==> src/rtl/cskipa_exerciser.sv <==
// Stimulus/response engine for a WIDTH-bit carry-skip adder: walks operand pairs
// (exhaustive or LFSR), holds each for a settle window, then checks {cout,sum}.
`timescale 1ns/1ps
module cskipa_exerciser #(
    parameter int          WIDTH  = 4,
    parameter int          SETTLE = 2,
    parameter logic [15:0] SEED   = 16'hACE1
) (
    input  logic             clk,
    input  logic             rst,
    input  logic             start,
    input  logic             mode,
    input  logic [15:0]      num_vec,
    output logic [WIDTH-1:0] o_add_term1,
    output logic [WIDTH-1:0] o_add_term2,
    input  logic [WIDTH-1:0] i_sum,
    input  logic             i_cout,
    output logic             busy,
    output logic             done,
    output logic             pass,
    output logic [15:0]      err_count,
    output logic [WIDTH-1:0] fail_a,
    output logic [WIDTH-1:0] fail_b
);

    localparam int LW = 2 * WIDTH;
    localparam int SW = (SETTLE > 1) ? $clog2(SETTLE) : 1;

    // Maximal-length Fibonacci tap masks; bit n-1 set for polynomial term x^n.
    function automatic logic [LW-1:0] lfsr_taps();
        logic [15:0] m;
        case (LW)
            2:       m = 16'h0003;
            3:       m = 16'h0006;
            4:       m = 16'h000C;
            5:       m = 16'h0014;
            6:       m = 16'h0030;
            7:       m = 16'h0060;
            8:       m = 16'h00B8;
            9:       m = 16'h0110;
            10:      m = 16'h0240;
            11:      m = 16'h0500;
            12:      m = 16'h0829;
            13:      m = 16'h100D;
            14:      m = 16'h2015;
            15:      m = 16'h6000;
            default: m = 16'hD008;
        endcase
        return m[LW-1:0];
    endfunction

    localparam logic [LW-1:0] TAPS     = lfsr_taps();
    localparam logic [LW-1:0] SEED_LOW = SEED[LW-1:0];
    localparam logic [LW-1:0] SEED_EFF = (SEED_LOW == '0) ? LW'(1) : SEED_LOW;
    localparam logic [15:0]   EXH_LAST = 16'((32'd1 << LW) - 32'd1);

    typedef enum logic [2:0] {
        S_IDLE,
        S_LOAD,
        S_HOLD,
        S_CHECK,
        S_DONE
    } state_t;

    state_t            r_state;
    state_t            w_state_next;
    logic              r_mode;
    logic [15:0]       r_last;
    logic [15:0]       r_vec;
    logic [SW-1:0]     r_settle;
    logic [LW-1:0]     r_lfsr;
    logic [WIDTH-1:0]  r_term1;
    logic [WIDTH-1:0]  r_term2;
    logic [15:0]       r_err_count;
    logic [WIDTH-1:0]  r_fail_a;
    logic [WIDTH-1:0]  r_fail_b;
    logic              r_first_fail;

    logic              w_start_ok;
    logic [LW-1:0]     w_src;
    logic [WIDTH:0]    w_golden;
    logic              w_mismatch;
    logic              w_last;
    logic [LW-1:0]     w_lfsr_next;
    logic [15:0]       w_last_sel;

    assign w_start_ok  = start && (r_state == S_IDLE || r_state == S_DONE);
    assign w_src       = r_mode ? r_lfsr : r_vec[LW-1:0];
    assign w_golden    = {1'b0, r_term1} + {1'b0, r_term2};
    assign w_mismatch  = ({i_cout, i_sum} != w_golden);
    assign w_last      = (r_vec == r_last);
    assign w_lfsr_next = {r_lfsr[LW-2:0], ^(r_lfsr & TAPS)};
    // A zero LFSR count still runs one vector.
    assign w_last_sel  = mode ? ((num_vec == 16'd0) ? 16'd0 : 16'(num_vec - 16'd1))
                              : EXH_LAST;

    // NOTE: sequential state uses non-blocking assignments so every register
    // samples pre-edge values regardless of process ordering.
    always_ff @(posedge clk or posedge rst) begin
        if (rst) r_state <= S_IDLE;
        else     r_state <= w_state_next;
    end

    // NOTE: the default assignment first keeps this block free of latches.
    always_comb begin
        w_state_next = r_state;
        case (r_state)
            S_IDLE,
            S_DONE:  if (start) w_state_next = S_LOAD;
            S_LOAD:  w_state_next = S_HOLD;
            S_HOLD:  if (r_settle == '0) w_state_next = S_CHECK;
            S_CHECK: w_state_next = w_last ? S_DONE : S_LOAD;
            default: w_state_next = S_IDLE;
        endcase
    end

    always_ff @(posedge clk or posedge rst) begin
        if (rst) begin
            r_mode       <= 1'b0;
            r_last       <= '0;
            r_vec        <= '0;
            r_settle     <= '0;
            r_lfsr       <= SEED_EFF;
            r_term1      <= '0;
            r_term2      <= '0;
            r_err_count  <= '0;
            r_fail_a     <= '0;
            r_fail_b     <= '0;
            r_first_fail <= 1'b0;
        end else begin
            case (r_state)
                S_IDLE,
                S_DONE: begin
                    if (w_start_ok) begin
                        r_mode       <= mode;
                        r_last       <= w_last_sel;
                        r_vec        <= '0;
                        r_err_count  <= '0;
                        r_fail_a     <= '0;
                        r_fail_b     <= '0;
                        r_first_fail <= 1'b0;
                    end
                end
                S_LOAD: begin
                    r_term1  <= w_src[WIDTH-1:0];
                    r_term2  <= w_src[LW-1:WIDTH];
                    r_settle <= SW'(SETTLE - 1);
                end
                S_HOLD: begin
                    if (r_settle != '0) r_settle <= r_settle - SW'(1);
                end
                S_CHECK: begin
                    if (w_mismatch) begin
                        if (r_err_count != 16'hFFFF) r_err_count <= r_err_count + 16'd1;
                        if (!r_first_fail) begin
                            r_fail_a     <= r_term1;
                            r_fail_b     <= r_term2;
                            r_first_fail <= 1'b1;
                        end
                    end
                    r_vec <= r_vec + 16'd1;
                    // The LFSR only advances for LFSR-mode vectors and is never reseeded by start.
                    if (r_mode) r_lfsr <= w_lfsr_next;
                end
                default: ;
            endcase
        end
    end

    assign o_add_term1 = r_term1;
    assign o_add_term2 = r_term2;
    assign busy        = (r_state == S_LOAD) || (r_state == S_HOLD) || (r_state == S_CHECK);
    assign done        = (r_state == S_DONE);
    assign pass        = done && (r_err_count == 16'd0);
    assign err_count   = r_err_count;
    assign fail_a      = r_fail_a;
    assign fail_b      = r_fail_b;

endmodule

==> config.mk <==
export PLATFORM = sky130hd
export DESIGN_NAME = cskipa_exerciser
export DESIGN_NICKNAME = d
export VERILOG_FILES = /design/src/rtl/cskipa_exerciser.sv
export SDC_FILE = /design/constraint.sdc
export NUM_CORES = 1
export LEC_CHECK = 0
export CAP_MARGIN = 15
export CORE_MARGIN = 2
export CORE_UTILIZATION = 40
export DETAILED_ROUTE_END_ITERATION = 12
export GPL_ROUTABILITY_DRIVEN = 0
export PLACE_DENSITY = 0.7
export SKIP_CTS_REPAIR_TIMING = 1
export SYNTH_ARGS = -nofsm -noshare
export SYNTH_HDL_FRONTEND = slang
export SYNTH_SLANG_ARGS = --single-unit
==> constraint.sdc <==
create_clock -name clk -period 6.3 [get_ports clk]
set_input_delay 1.26 -clock clk [delete_from_list [all_inputs] [get_ports clk]]
set_output_delay 1.26 -clock clk [all_outputs]
set_load 0.05 [all_outputs]
==> results of run 1 <==
layer usage:
layer  vias up  share of wire, %
li1       1807                 -
met1      1767                45
met2        88                49
met3        17               4.7
met4         0               1.3
met5         -                 0
cells in the mapped netlist (4+ instances only):
master / instances / area [um^2]
and3_1: 6 / 37.5
nand4_1: 11 / 68.8
o21ai_0: 29 / 145
inv_1: 9 / 33.8
o21ai_1: 11 / 55.1
dfstp_2: 4 / 105
o211ai_1: 8 / 60.1
nor4_1: 10 / 62.6
and2_1: 4 / 25.0
mux2_2: 8 / 90.1
a31oi_1: 5 / 31.3
a22oi_1: 10 / 75.1
clkbuf_1: 13 / 48.8
nand2_1: 62 / 233
xor2_1: 9 / 78.8
o21a_1: 8 / 60.1
a21oi_1: 14 / 70.1
a21o_1: 4 / 30.0
o311ai_1: 5 / 43.8
nor2_1: 33 / 124
mux2i_1: 14 / 140
xnor2_1: 30 / 263
ha_1: 9 / 113
nand3_1: 30 / 150
nor3_1: 10 / 50.1
buf_2: 6 / 30.0
dfrtp_1: 74 / 1850
or4_1: 5 / 37.5
through the flow:
step	setup slack (ns)	hold WS, ns
after floorplan	2.34	0.463
after global placement	2.90	0.485
after detailed placement	2.77	0.500
after CTS	2.60	0.516
after global routing	2.53	0.547
final	2.59	0.513
worst paths after layout:
kind                                start            to  slack, ns
max in group asynchronous             rst    r_last[11]       4.16
min in group asynchronous             rst     fail_a[3]       1.53
min reg2reg                     r_lfsr[0]     r_lfsr[0]       0.51
max reg2reg                o_add_term1[0]  err_count[1]       3.61
max                         err_count[14]          pass       2.59
min                             r_lfsr[0]     r_lfsr[0]       0.51
cells by family after synthesis:
group	after synthesis
AND/OR/NAND/NOR	185
AO/OA/AOI/OAI	105
flip-flops	78
XOR/XNOR	40
buffers and inverters	34
multiplexers	22
adder cells (fa/ha/maj)	10
worst max-delay path, delay by kind of cell, from the launching register on:
| kind | cells | cell delay (ns) |
|---|---|---|
| buffers and inverters | 1 | 0.84 |
| flip-flops | 1 | 0.45 |
| AND/OR/NAND/NOR | 2 | 0.80 |
flip-flops by register name, indices dropped and copies added (netlist names):
signal,flops
r_state,3
r_vec,16
r_settle,1
r_lfsr,8
o_add_term2,4
o_add_term1,4
fail_a,4
r_mode,1
fail_b,4
err_count,16
r_last,16
r_first_fail,1
power breakdown:
part           leakage (nW)  internal [mW]  switching (mW)
Sequential            0.996          0.632           0.166
Clock                 0.107          0.234           0.184
Combinational         0.997          0.403           0.668
final cells by class:
type                       instances  area [um^2]  share of cell area (%)
clock inverter                     4         72.6                    1.37
multi-input combinational        362         2310                    43.5
clock buffer                      12          145                    2.73
timing repair buffer              63          621                    11.7
inverter                           9         33.8                   0.636
tap                              140          175                    3.30
sequential                        78         1960                    36.8
==> run summary, run 1 <==
Min-Delay Path Depth: 2
Area Overhead vs Synth: 20.1%
CTS tree: built
min cycle time layout: 3.71 ns
VDD IR max: 0.000195 V
Setup CP Type: reg -> out
post-synthesis mux area share: 5.21%
Filler cells: 1,006
TritonCTS Sinks: 78
ys async rst share: 100%
Die Wd: 109 um
Post-DP Area: 5090 um^2
Worst setup EP type: primary output
Crit path largest cell delay: 0.84 ns
EDFF count, synth: 0
CP Data Required Time: 5.04 ns
Via density: 5.51
dpl cells: 651
I/O pins: 60
Final Non-Filler Cells: 668
Critical Path AT: 2.45 ns
Post-Syn Area: 4420 um^2
synthesized flop and latch total: 78
WL/cell: 15.2 um
antenna violations before repair: 0
met2 usage: 30.2%
H-tree depth: 3
P_leak: 2.10 nW
Fin Setup TNS: 0 ns
Synth Net Count: 509
Core Region: 10,800 um^2
Layout Utilization: 49.2%
met3 track demand over resource: 3.05%
initial DRC count: 287
sequential-to-total area share from yosys stat: 44.2%
number of global-route vias before repair: 3,487
# DRC: 0
gr ovfl total: 0
unrepaired setup endpoints after global routing: no
run status: finished clean
max-slew violation count: 0
CP max FO: 6
largest family of logic cells by synthesized area: simple AND/OR/NAND/NOR gates
clock tree root buffer cell: clkbuf_8
Critical Path Start Type: register
XOR/XNOR Fraction of Synth Area: 8.09%
FMAX: 0.270 GHz
largest net degree at the start of global routing: 79
Mapped Cells: 474
critical path's slowest cell: clkdlybuf4s50_1
Tcrit/Tclk final: 58.8%
Ant. Diodes: 0
Relative slew margins: 35.4%
Cell variety after synth: 51
PwrDens: 431 nW/um^2
fraction of layout cells with a size suffix above 1: 7.20%
Overall Power: 2.29 mW
FP Rows: 38
Worst Hold Class: reg -> reg
Overall Global Routing Usage: 17.8%
syn_area_per_cell: 9.33 um^2
initial core utilization: 41.0%
# nets final: 558
Initial DRT Pass Iterations: 4
number of max-cap violations: 0
detailed-route wire length: 10,200 um
Worst-path clk slew: 0.08 ns
Syn. warnings: 0
worst reg-to-reg path cell count: 8
GR Util met1: 22.9%
first-pass GRT wire length: 16,700 um
ANT nets after route: 0
most frequent cells in the layout: dfrtp_1, nand2_1, clkdlybuf4s50_1, nor2_1
worst-skew pair later-pin latency: 0.36 ns
Post-Synth Adder-Cell Area: 3.00%
PortBufs: 59
Setup violations, final: 0
CP Cell Sequence: or4_1 > nor4_1 > clkdlybuf4s50_1
die area: 11,900 um^2
post-synthesis simple-gate area fraction: 20.3%
DPL Wire Length: 7250 um
commonest non-fill, non-tap cell in the layout: dfrtp_1
GRT busiest layer: met2
post-route cell area: 5310 um^2
Hold Fails Final Rpt: 0
Die H: 109 um
vias post-DR: 3,679
ys flop type: dfrtp_1
Final Skew: 0.0167 ns
compound-cell area share of the yosys netlist: 15.6%
transition time of the tightest slew-check pin: 0.970 ns
clk buf depth: 2
TritonCTS Buffers: 9
Power figures use the tool's default switching activity.
==> run 2, diff against run 1 <==
Settings changed: PLACE_DENSITY 0.7 to 0.73.
Clock period 6.3 ns to 3.2 ns, I/O delays scaled along.
==> run summary, run 2 (same netlist as run 1, synthesis figures left out) <==
Worst-path clk slew: 0.08 ns
most frequent cells in the layout: dfrtp_1, nand2_1, clkdlybuf4s50_1, nor2_1
switching power: 1.98 mW
PortBufs: 59
CTS tree: built
Post-Place Worst Slack: 0.457 ns
Overall Global Routing Usage: 17.9%
antenna violations before repair: 0
gr ovfl total: 0
CP Data Required Time: 2.56 ns
CP max FO: 6
Crit path largest cell delay: 0.84 ns
largest net degree at the start of global routing: 45
commonest non-fill, non-tap cell in the layout: dfrtp_1
clock share of power: 17.4%
Metal-1 WL: 4420 um
FMAX: 0.326 GHz
unrepaired setup endpoints after global routing: no
internal reg-to-reg setup slack: 0.61 ns
TritonCTS Buffers: 9
WL/cell: 14.8 um
I/O pins: 60
met2 routed WL: 4920 um
Worst Hold Class: reg -> reg
Setup CP Type: reg -> out
ANT nets after route: 0
Die H: 109 um
Setup violations, final: 0
Pint: 2.50 mW
P_leak: 2.12 nW
combinational power share: 47.4%
min cycle time layout: 3.07 ns
clk buf depth: 2
Fin Setup TNS: 0 ns
die area: 11,900 um^2
Top Metal Used: met4
initial core utilization: 41.0%
Filler cells: 996
Area Overhead vs Synth: 20.8%
number of max-cap violations: 0
Critical Path AT: 2.43 ns
initial DRC count: 228
transition time of the tightest slew-check pin: 0.593 ns
CP Cell Sequence: or4_1 > nor4_2 > clkdlybuf4s50_1
run status: finished clean
switching share of power: 44.2%
Worst setup EP type: primary output
clock tree root buffer cell: clkbuf_8
Ant. Diodes: 0
# nets final: 563
TritonCTS Sinks: 78
number of global-route vias before repair: 3,633
first-pass GRT wire length: 16,900 um
PwrDens: 837 nW/um^2
Tcrit/Tclk final: 95.9%
Critical Path Start Type: register
Final Skew: 0.0132 ns
fraction of layout cells with a size suffix above 1: 8.26%
Initial DRT Pass Iterations: 5
H-tree depth: 3
Via density: 5.55
vias post-DR: 3,737
Sequential Power Share: 35.2%
Hold Fails Final Rpt: 0
# DRC: 0
max-slew violation count: 0
Relative slew margins: 60.5%
detailed-route wire length: 9930 um
Core Region: 10,800 um^2
critical path's slowest cell: clkdlybuf4s50_1
DPL Wire Length: 7320 um
Die Wd: 109 um
VDD IR max: 0.000354 V
worst-skew pair later-pin latency: 0.35 ns
setup ws final: 0.130 ns
Met3 Wirelength: 456 um
FP Rows: 38
-- run 2: changes by cell type in the layout (fill, tap and decap cells not counted) --
cell / previous run / this run
clkbuf_8: 10 / 9
buf_4: 4 / 9
clkinvlp_4: 1 / 0
nor4_2: 1 / 2
nor4_1: 10 / 9
clkinv_2: 1 / 3
-- run 2: worst paths after layout --
check                      cells past startpoint            from              to
setup / recovery                               3   err_count[14]            pass
hold / removal                                 2       r_lfsr[0]       r_lfsr[0]
setup reg to reg                               8  o_add_term1[0]   err_count[15]
hold reg to reg                                2       r_lfsr[0]       r_lfsr[0]
max in group asynchronous                      3             rst       r_last[0]
min in group asynchronous                      3             rst  o_add_term1[3]
-- run 2: power by group through the flow --
stage / Sequential [mW] / Clock, mW / Combinational [mW]
after floorplan: 1.87 / 0 / 1.24
after global placement: 1.59 / 0 / 2.07
after detailed placement: 1.60 / 0 / 2.13
after CTS: 1.58 / 0.796 / 2.13
after global routing: 1.63 / 0.843 / 2.33
final: 1.57 / 0.779 / 2.12
-- run 2: layout make-up --
class,instances,area (um^2),share of cell area [%]
inverter,9,33.8,0.632
tap,140,175,3.28
multi-input combinational,362,2310,43.3
timing repair buffer,68,658,12.3
clock inverter,5,75.1,1.40
sequential,78,1960,36.6
clock buffer,11,131,2.46
-- run 2: critical path, delay by kind of cell, from the launching register on --
| kind | cells | cell delay, ns |
|---|---|---|
| buffers and inverters | 1 | 0.84 |
| DFF | 1 | 0.44 |
| and+or+nand+nor | 2 | 0.81 |
-- run 2: stage by stage --
step,utilization [%],instance area (um^2),cells,power [mW],hold WS (ns)
2_1_floorplan,-,4430,474,3.11,0.463
3_3_place_gp,47.6,5140,657,3.67,0.474
3_5_place_dp,47.6,5140,657,3.73,0.479
4_1_cts,49.5,5350,673,4.51,0.491
5_1_grt,49.5,5350,673,4.80,0.505
6_report,49.5,5350,673,4.48,0.487
-- run 2: layer usage --
layer  GRT usage, %  vias to the layer above
li1               -                     1819
met1           22.6                     1793
met2           30.4                      114
met3           2.87                       11
met4           7.05                        0
met5              0                        -
